==> src/rtl/pwm_multichannel.sv <==
// Multi-channel PWM with one shared period counter and per-channel duty compare.
// Period, duty and mode are double-buffered and switch only at a period boundary.
module pwm_multichannel #(
  parameter int NUM_CH    = 4,
  parameter int BIT_WIDTH = 16
) (
  input  logic                          clk,
  input  logic                          rst,
  input  logic                          en,
  input  logic                          center_mode,
  input  logic [BIT_WIDTH-1:0]          period,
  input  logic                          period_wr,
  input  logic [NUM_CH*BIT_WIDTH-1:0]   duty_in,
  input  logic [NUM_CH-1:0]             duty_wr,
  output logic [NUM_CH-1:0]             pwm_out,
  output logic                          period_start,
  output logic                          update_pend
);

  localparam int W = BIT_WIDTH;
  localparam logic [W-1:0] ONE = W'(1);

  logic [W-1:0] cnt;
  logic [W-1:0] cnt_nxt;
  logic         dir;
  logic         dir_nxt;
  logic         mode_act;
  logic         en_d;
  logic [W-1:0] period_shadow;
  logic [W-1:0] period_act;
  logic [W-1:0] duty_shadow [NUM_CH];
  logic [W-1:0] duty_act [NUM_CH];
  logic         bnd;
  logic         wr_any;
  logic         falling;
  logic [NUM_CH-1:0] hi;

  // dir=1 means counting down; the first enabled edge holds cnt at 0
  always_comb begin
    cnt_nxt = '0;
    dir_nxt = 1'b0;
    if (!en_d) begin
      cnt_nxt = '0;
    end else if (!mode_act) begin
      cnt_nxt = (cnt >= period_act) ? '0 : cnt + ONE;
    end else if (!dir) begin
      if (cnt >= period_act) begin
        cnt_nxt = (cnt == '0) ? '0 : cnt - ONE;
        dir_nxt = (cnt > ONE);
      end else begin
        cnt_nxt = cnt + ONE;
      end
    end else begin
      cnt_nxt = cnt - ONE;
      dir_nxt = (cnt > ONE);
    end
  end

  assign bnd    = en & (cnt_nxt == '0);
  assign wr_any = period_wr | (|duty_wr);

  // Rising half uses cnt < duty, falling half (incl. top) uses cnt <= duty,
  // giving 2*duty high cycles around cnt=0.
  always_comb begin
    falling = mode_act & (dir | (cnt >= period_act));
    hi = '0;
    for (int i = 0; i < NUM_CH; i++) begin
      if (falling)
        hi[i] = (duty_act[i] != '0) && (cnt <= duty_act[i]);
      else
        hi[i] = (cnt < duty_act[i]);
    end
  end

  always_ff @(posedge clk) begin
    if (rst) begin
      cnt           <= '0;
      dir           <= 1'b0;
      mode_act      <= 1'b0;
      en_d          <= 1'b0;
      period_shadow <= '1;
      period_act    <= '1;
      for (int i = 0; i < NUM_CH; i++) begin
        duty_shadow[i] <= '0;
        duty_act[i]    <= '0;
      end
      pwm_out       <= '0;
      period_start  <= 1'b0;
      update_pend   <= 1'b0;
    end else begin
      en_d        <= en;
      update_pend <= wr_any | (update_pend & ~bnd);
      if (bnd) begin
        period_act <= period_shadow;
        mode_act   <= center_mode;
        for (int i = 0; i < NUM_CH; i++)
          duty_act[i] <= duty_shadow[i];
      end
      if (period_wr)
        period_shadow <= period;
      for (int i = 0; i < NUM_CH; i++)
        if (duty_wr[i])
          duty_shadow[i] <= duty_in[i*W +: W];
      if (en) begin
        cnt          <= cnt_nxt;
        dir          <= dir_nxt;
        pwm_out      <= hi;
        period_start <= en_d & (cnt == '0);
      end else begin
        cnt          <= '0;
        dir          <= 1'b0;
        pwm_out      <= '0;
        period_start <= 1'b0;
      end
    end
  end

endmodule

==> config.mk <==
export PLATFORM = sky130hd
export DESIGN_NAME = pwm_multichannel
export DESIGN_NICKNAME = d
export VERILOG_FILES = /design/src/rtl/pwm_multichannel.sv
export SDC_FILE = /design/constraint.sdc
export NUM_CORES = 1
export LEC_CHECK = 0
export ABC_AREA = 1
export CORE_MARGIN = 10
export CORE_UTILIZATION = 53
export CTS_CLUSTER_SIZE = 40
export DETAILED_ROUTE_END_ITERATION = 7
export PLACE_DENSITY_LB_ADDON = 0.2
export SLEW_MARGIN = 10
export SYNTH_ARGS = -nofsm -noshare
export SYNTH_HDL_FRONTEND = slang
export SYNTH_SLANG_ARGS = --single-unit
==> constraint.sdc <==
create_clock -name clk -period 4.4 [get_ports clk]
set_clock_uncertainty 0.05 [all_clocks]
set_input_delay 1.32 -clock clk [delete_from_list [all_inputs] [get_ports clk]]
set_output_delay 1.32 -clock clk [all_outputs]
set_load 0.005 [all_outputs]
==> results.md, run 1 <==
Worst setup path:
- The critical path data required time is 4460 ps.
- The worst setup path is launched from a flip-flop.
- In this run the worst path has a maximum fanout of 48.
- The critical path ends at duty_act[3][4].
- Walking the worst path, the cells encountered are ha_1 > a21oi_1 > o21ai_0 > nor2_2 > nand3_1 > nand3b_1 > nand2_1 > o21ai_0 > nand2_1 > nor2_4 > nand2_4 > nand2_2 > buf_12.
- The startpoint identified for the worst register-to-register timing path is cnt[15].
- The reg-to-reg endpoint is duty_act[3][4].
- In this run the register-to-register setup slack is 490 ps.
- The peak per-stage delay on the critical path is 660 ps.
- The worst register-to-register path has a depth of 13.
- The startpoint-to-endpoint class of the critical path is flip-flop to flip-flop.
- The number of buffers and inverters on the critical path is 1.
- On the critical path, the stage with the largest delay is an instance of dfxtp_1.
- In this run the number of cells on the critical path is 13.
- Tracing the worst setup path back leads to its startpoint at cnt[15].
- The critical path capture point type is a flip-flop.
- The critical path arrival is 3970 ps.
- Broken down by cell family, the worst path's largest delay share belongs to simple AND/OR/NAND/NOR gates.

Pwr:
- The total power density per cell area is 327 nW/um^2.
- The worst-case vdd ir drop is 259 uV.
- For this design the static power due to leakage is 5.81 nW.

Floorplanning:
- The total core area is 18800 sq um.
- The y dimension of the die is 159 um.
- The effective utilization at floorplan is 54.1%.
- The row count is 50.
- The chip width is 159 um.
- The area of the die is 25200 sq um.
- The number of placed I/O pins is 95.

Routing:
- The via count normalized by instance count is 4.97.
- The post-detailed-route DRC marker count is 0.
- In this run the remaining antenna-violating nets after routing total 0.
- In this run, the number of DRC markers left after iteration 0 of detailed routing was 528.
- The detailed-router iteration count before antenna repair is 5.
- The overall via count from detail_route is 7703.
- The routed wire length is 22000 um.
- The per-cell routed wire length is 14.2 um.

Clock tree:
- Hold repair after CTS inserted 0 buffers.
- TritonCTS built the clock tree.
- The number of H-tree branching levels is 4.
- In this run the post-CTS setup repair buffer count came out at 0.
- Post-CTS repair changed the size of 0 cells.
- The number of buffers created by CTS is 17.
- The root buffer cell chosen for the clock tree is clkbuf_16.
- The clock transition at the registers of the reported paths is 70 ps.
- The clock tree buffer depth is 2.
- Counting every sink on the clock net gives 185.
- At the later pin of the worst-skew pair, clock insertion delay measures 430 ps.

Synthesis:
- For this run, the number of Yosys warnings is 0.
- The synthesized design contains 185 register bits.
- The count of distinct cell types in the synthesized netlist is 40.
- The synthesized net count is 1349.
- In this run the cell area of the synthesized design comes to 10200 sq um.
- Of the synthesized area, sequential elements account for 48.9%.
- The count of mapped cells out of synthesis is 1176.
- A synthesized cell averages 8.67 sq um.

Place:
- The post-detailed-placement half-perimeter wirelength is 16000 um.
- The port buffer count is 94.
- The routability congestion estimate is 0.972.

STA:
- The part of the cycle the worst path needs is 88.9%.
- The number of slew-limit violations in the final report is 0.
- The highest clock frequency the design can meet is 256 MHz.
- The normalized max-slew margin is 40.7%.
- Setup violations remaining at the end of the flow were counted as 0.
- The slew at the pin closest to its max-slew limit is 886 ps.
- The post-layout minimum cycle time is 3910 ps.
- The final hold violation count is 0.
- Setup repair after global routing left no endpoint under its margin.
- In the final timing run, aggregate negative setup slack is 0 ps.

Global route:
- The all-layer global routing usage is 17.9%.
- The number of antenna violations at the first check in global routing is 0.
- The final global-route overflow total is 0.
- The first-pass GRT wire length is 35600 um.
- The via count of the first global-routing pass came to 7477.
- Entering global routing, the biggest net connects 49 pins.

Cells and area:
- The fill cell total of the finished layout is 1629.
- The core utilization of the finished layout is 63.8%.
- The fraction of final layout cells with drive strength greater than 1 is 8.44%.
- The library cells used most frequently in the layout, excluding fill and tap cells, are inv_1, nand2_1, nor2_1.
- Leaving out fill and tap cells, the most frequent cell in the layout is inv_1.
- After the last flow step, the layout net total stands at 1451.
- Compared with the post-synthesis result, the final layout area differs by 17.8%.
- 0 antenna diodes ended up in the layout.

Hold path:
- The min-delay analysis places its worst path in the category flip-flop to flip-flop.

Run status:
- The flow ran to the end, and the final reports show no timing, DRC or antenna violations.

Flow run:
- Max-cap violations in this run came to 0.
cell families after synthesis:
logic type	count (synthesis)	synth area share, %
flops	185	48.9
simple gates	519	23.0
fa+ha+maj	84	10.3
buf+inv	290	11.5
compound gates	74	4.22
xor+xnor	24	2.06
sequential cells by signal, indices dropped and copies added, names as in the netlist:
register       count
cnt               16
duty_shadow       64
dir                1
period_shadow     16
mode_act           1
period_act        16
pwm_out            4
duty_act          64
en_d               1
period_start       1
update_pend        1
area by class of cell:
type | instances | area [sq um] | share of cell area [%]
clock buffer | 17 | 425 | 3.54
tap | 260 | 325 | 2.71
sequential | 185 | 4980 | 41.5
inverter | 254 | 953 | 7.94
multi-input combinational | 701 | 4040 | 33.6
clock inverter | 15 | 141 | 1.18
timing repair buffer | 119 | 1140 | 9.50
routing by layer:
layer / vias to the layer above / GRT usage (%) / part of all wire [%]
met2: 163 / 31.5 / 50
met5: - / 0 / 0
li1: 3973 / - / -
met1: 3541 / 21.8 / 44
met4: 0 / 4.85 / 1.8
met3: 26 / 3.40 / 4.0
power by group:
part	switching [W]	internal (W)
combinational	0.000228	0.000181
sequential	0.0000505	0.00199
clock	0.000686	0.000793
worst reg2reg max path: cells and delay by family (launching register included):
family / cells / cell delay [ps]
AND/OR/NAND/NOR: 8 / 1820
flip-flops: 1 / 660
AO/OA/AOI/OAI: 3 / 430
adder cells (fa/ha/maj): 1 / 360
buffers and inverters: 1 / 260
synth_stat cells:
cell type,instances,area (sq um)
o221ai_1,3,26.3
buf_6,8,90.1
nor3_1,11,55.1
nand2_1,181,679
a21oi_1,42,210
inv_1,253,950
buf_4,1,7.51
or2_2,2,12.5
nor2_1,151,567
o21bai_1,1,7.51
nand3_2,1,10.0
nand2_4,1,11.3
nor3_4,1,16.3
o21ai_1,2,10.0
clkbuf_2,4,20.0
dfxtp_1,57,1140
edfxtp_1,128,3840
ha_1,84,1050
clkinv_1,1,3.75
o21a_1,2,15.0
nand3b_1,6,45.0
clkbuf_1,12,45.0
o2111ai_1,3,26.3
o21ai_0,10,50.1
nor4_1,13,81.3
a211oi_1,3,22.5
and3_1,1,6.26
nand3_4,1,17.5
a31oi_1,1,6.26
xnor2_1,4,35.0
nand4_1,25,156
xor2_1,20,175
o211ai_1,3,22.5
buf_2,10,50.1
buf_1,1,3.75
nor2_2,46,288
nor2_4,1,11.3
nand3_1,78,390
a21o_1,1,7.51
o41ai_1,3,26.3
worst min path at each step:
| stage | start | endpoint | slack, ps | cells past startpoint |
|---|---|---|---|---|
| 2_1_floorplan | period_act[10] | period_act[10] | 380 | 2 |
| 5_1_grt | period_shadow[4] | period_shadow[4] | 440 | 2 |
| 3_3_place_gp | period_act[13] | period_act[13] | 390 | 2 |
| 3_5_place_dp | period_act[13] | period_act[13] | 390 | 2 |
| 4_1_cts | period_act[13] | period_act[13] | 410 | 2 |
| 6_report | period_shadow[2] | period_shadow[2] | 410 | 2 |
stage by stage:
stage	instances	total power (W)	hold slack, ps	worst slack [ps]	instance area, sq um
2_1_floorplan	1176	0.00232	379	622	10200
3_3_place_gp	1519	0.00247	391	702	11400
3_5_place_dp	1519	0.00249	392	589	11400
4_1_cts	1551	0.00396	411	552	12000
5_1_grt	1551	0.00410	440	117	12000
6_report	1551	0.00393	412	487	12000
Power figures use the tool's default switching activity.
==> run 2, diff against run 1 <==
--- a/config.mk
+++ b/config.mk
@@ -6,7 +6,7 @@
 export NUM_CORES = 1
 export LEC_CHECK = 0
 export ABC_AREA = 1
-export CORE_MARGIN = 10
+export CORE_MARGIN = 3
 export CORE_UTILIZATION = 53
 export CTS_CLUSTER_SIZE = 40
 export DETAILED_ROUTE_END_ITERATION = 7
==> results.md, run 2 (synthesis gave the netlist of run 1 again) <==
Worst setup path:
- On the worst path, the slowest cell contributes a delay of 630 ps.
- The critical path startpoint category is a flip-flop.
- Measured in cells, the most critical reg-to-reg path has a length of 17.
- Traced cell by cell, the critical path runs through ha_1 > nand2_1 > nand2_1 > nand2_1 > nand2_1 > nand2_1 > nand2_1 > nand2_1 > nand3_1 > nand3b_1 > nand2_1 > o21ai_0 > nand2_1 > nor2_4 > nand2_4 > nand2_2 > buf_12.
- In this run the critical register-to-register path is captured at duty_act[3][14].
- The most numerous cell type found on the critical path is nand2_1.
- STA classifies the critical path endpoint as a flip-flop.
- The startpoint-to-endpoint class of the critical path is flip-flop to flip-flop.
- On the critical path, the stage with the largest delay is an instance of dfxtp_1.
- For the worst setup path, the data required time is 4470 ps.
- The critical path arrival is 4100 ps.
- In this run the critical register-to-register path is launched from cnt[1].
- Across all register-to-register paths, the minimum setup slack is 370 ps.
- The maximum fanout along the worst path is 48.

Cells and area:
- The repair_antennas step left the layout with diodes totalling 0.
- After the last flow step, the layout net total stands at 1456.
- The final design instance area without fill is 12100 sq um.
- In the final layout, the share of cells above drive strength 1 is 8.95%.
- In the layout the commonest cells are inv_1, nand2_1, nor2_1.
- In the final layout, the registers with the most flip-flops are duty_act (64), duty_shadow (64).
- Leaving out fill and tap cells, the most frequent cell in the layout is inv_1.
- The finished layout holds 1556 standard cells, fillers aside.
- The layout overhead on the synthesized area is 18.4%.

Place:
- Counting tap cells, the placed design contains a total of 1517 instances.
- After detailed placement, the total cell area comes to 11400 sq um.
- During placement, the flow inserted port buffers numbering 94.
- The routability congestion estimate is 0.981.
- The post-detailed-placement half-perimeter wirelength is 15300 um.

Global route:
- Entering global routing, the biggest net connects 49 pins.
- The number of antenna violations at the first check in global routing is 0.
- The final global-route overflow total is 0.
- The all-layer global routing usage is 21.0%.
- The via count of the first global-routing pass is 7314.
- The first global-routing pass estimated 34300 um of wire.

Routing:
- The overall via count from detail_route is 7658.
- The detailed-router iteration count before antenna repair is 5.
- The per-cell routed wire length is 13.6 um.
- The via count normalized by instance count is 4.92.
- Summed over all layers, the routed wires come to 21200 um.
- After detailed routing, the number of remaining DRC violations is 0.
- Once detail routing completed, the nets flagged for antenna violations numbered 0.
- After the first detailed-routing iteration, the DRC count stood at 559.

STA:
- The total negative slack is 0 ps.
- At the pin with the least slew margin, the transition time is 837 ps.
- The final hold violation count is 0.
- The number of slew-limit violations in the final report came to 0.
- The part of the cycle the worst path needs is 91.5%.
- The clock period could shrink to 4030 ps.
- The hold slack is 408 ps.
- The total of endpoints with negative setup slack in the final report is 0.
- The normalized max-slew margin is 44.0%.
- Setup repair after global routing left no endpoint under its margin.
- The highest clock frequency the design can meet is 248 MHz.

Hold path:
- The end point of the most critical hold path is period_act[3].
- Along the worst hold path, the cell count comes to 2.
- The start point of the worst min-delay path is period_act[3].
- The path class of the tightest hold or removal check is flip-flop to flip-flop.

Clock tree:
- Clock tree synthesis selected as its root buffer the cell clkbuf_16.
- Counting the buffers created by CTS gives 17.
- Clock-pin slew was measured on the worst setup and hold paths at 70 ps.
- The number of gates resized after CTS was 0.
- The clock reaches the later pin of the worst-skew pair after 440 ps.
- The number of H-tree branching levels is 4.
- The count of hold-fix buffers inserted at cts is 0.
- TritonCTS built the clock tree.
- The clock tree buffer depth is 2.
- Counting every sink on the clock net gives 185.

Floorplanning:
- The effective utilization at floorplan is 54.1%.
- The die is 145 um wide.
- The y dimension of the die is 145 um.
- The floorplan step defined a die boundary enclosing 20900 sq um.
- The number of placed I/O pins is 95.
- The row count is 50.
- The core region is 18800 sq um.

Pwr:
- IR analysis of the VDD net gives a maximum drop of 285 uV.
- The total power density per cell area is 328 nW/um^2.
- The leakage power is 5.86 nW.

Run status:
- The flow ran to the end, and the final reports show no timing, DRC or antenna violations.

Flow run:
- Max-cap violations in this run came to 0.
==> run 2: how the worst max path moves through the flow <==
stage / start / end / slack [ps]
3_5_place_dp: cnt[1] / duty_act[3][14] / 380
5_1_grt: cnt[1] / duty_act[3][14] / 50
6_report: cnt[1] / duty_act[3][14] / 370
3_3_place_gp: cnt[1] / duty_act[3][14] / 430
2_1_floorplan: cnt[15] / duty_act[0][0] / 620
4_1_cts: cnt[1] / duty_act[3][14] / 360
==> run 2: what timing repair did <==
item                                    in CTS  in global routing
endpoints found under the setup margin       0                 64
buffers inserted                             0                  7
endpoints found under the hold margin        0                  0
==> run 2: cell type report <==
type	instances	area, sq um
multi-input cells	701	4040
well taps	260	325
repair buffers	124	1190
fillers	1613	6760
clock buffers	18	450
flip-flops and latches	185	4980
clock inverters	14	125
inverters	254	953
==> run 2: power by group <==
group	switching, W	total [W]	internal [W]
clock network	0.000711	0.00151	0.000801
logic	0.000225	0.000405	0.000180
registers	0.0000502	0.00204	0.00199
total	0.000986	0.00395	0.00297
==> run 2: metrics by stage <==
stage          util (%)  setup slack (ps)  total power, W
6_report           64.1               374         0.00395
2_1_floorplan         -               622         0.00232
4_1_cts            63.8               356         0.00397
5_1_grt            64.1              50.0         0.00411
3_3_place_gp       60.7               429         0.00247
3_5_place_dp       60.7               383         0.00248
==> run 2: layer usage <==
layer | global-route usage, % | share of wire [%]
met5 | 0 | 0
met4 | 7.22 | 2.5
met3 | 4.24 | 6.1
met2 | 36.2 | 49
met1 | 26.5 | 43
==> run 2: worst max-delay path: cells and delay by family, from the launching register on <==
| family | cells | cell delay, ps |
|---|---|---|
| flops | 1 | 630 |
| simple gates | 14 | 2210 |
| fa+ha+maj | 1 | 330 |
| compound gates | 1 | 200 |
| buf+inv | 1 | 260 |
==> run 3, diff against run 2 <==
--- a/config.mk
+++ b/config.mk
@@ -8,7 +8,6 @@
 export ABC_AREA = 1
 export CORE_MARGIN = 3
 export CORE_UTILIZATION = 53
-export CTS_CLUSTER_SIZE = 40
 export DETAILED_ROUTE_END_ITERATION = 7
 export PLACE_DENSITY_LB_ADDON = 0.2
 export SLEW_MARGIN = 10
==> results of run 3 <==
No change in the layout: final DEF, timing and power equal those of run 2.
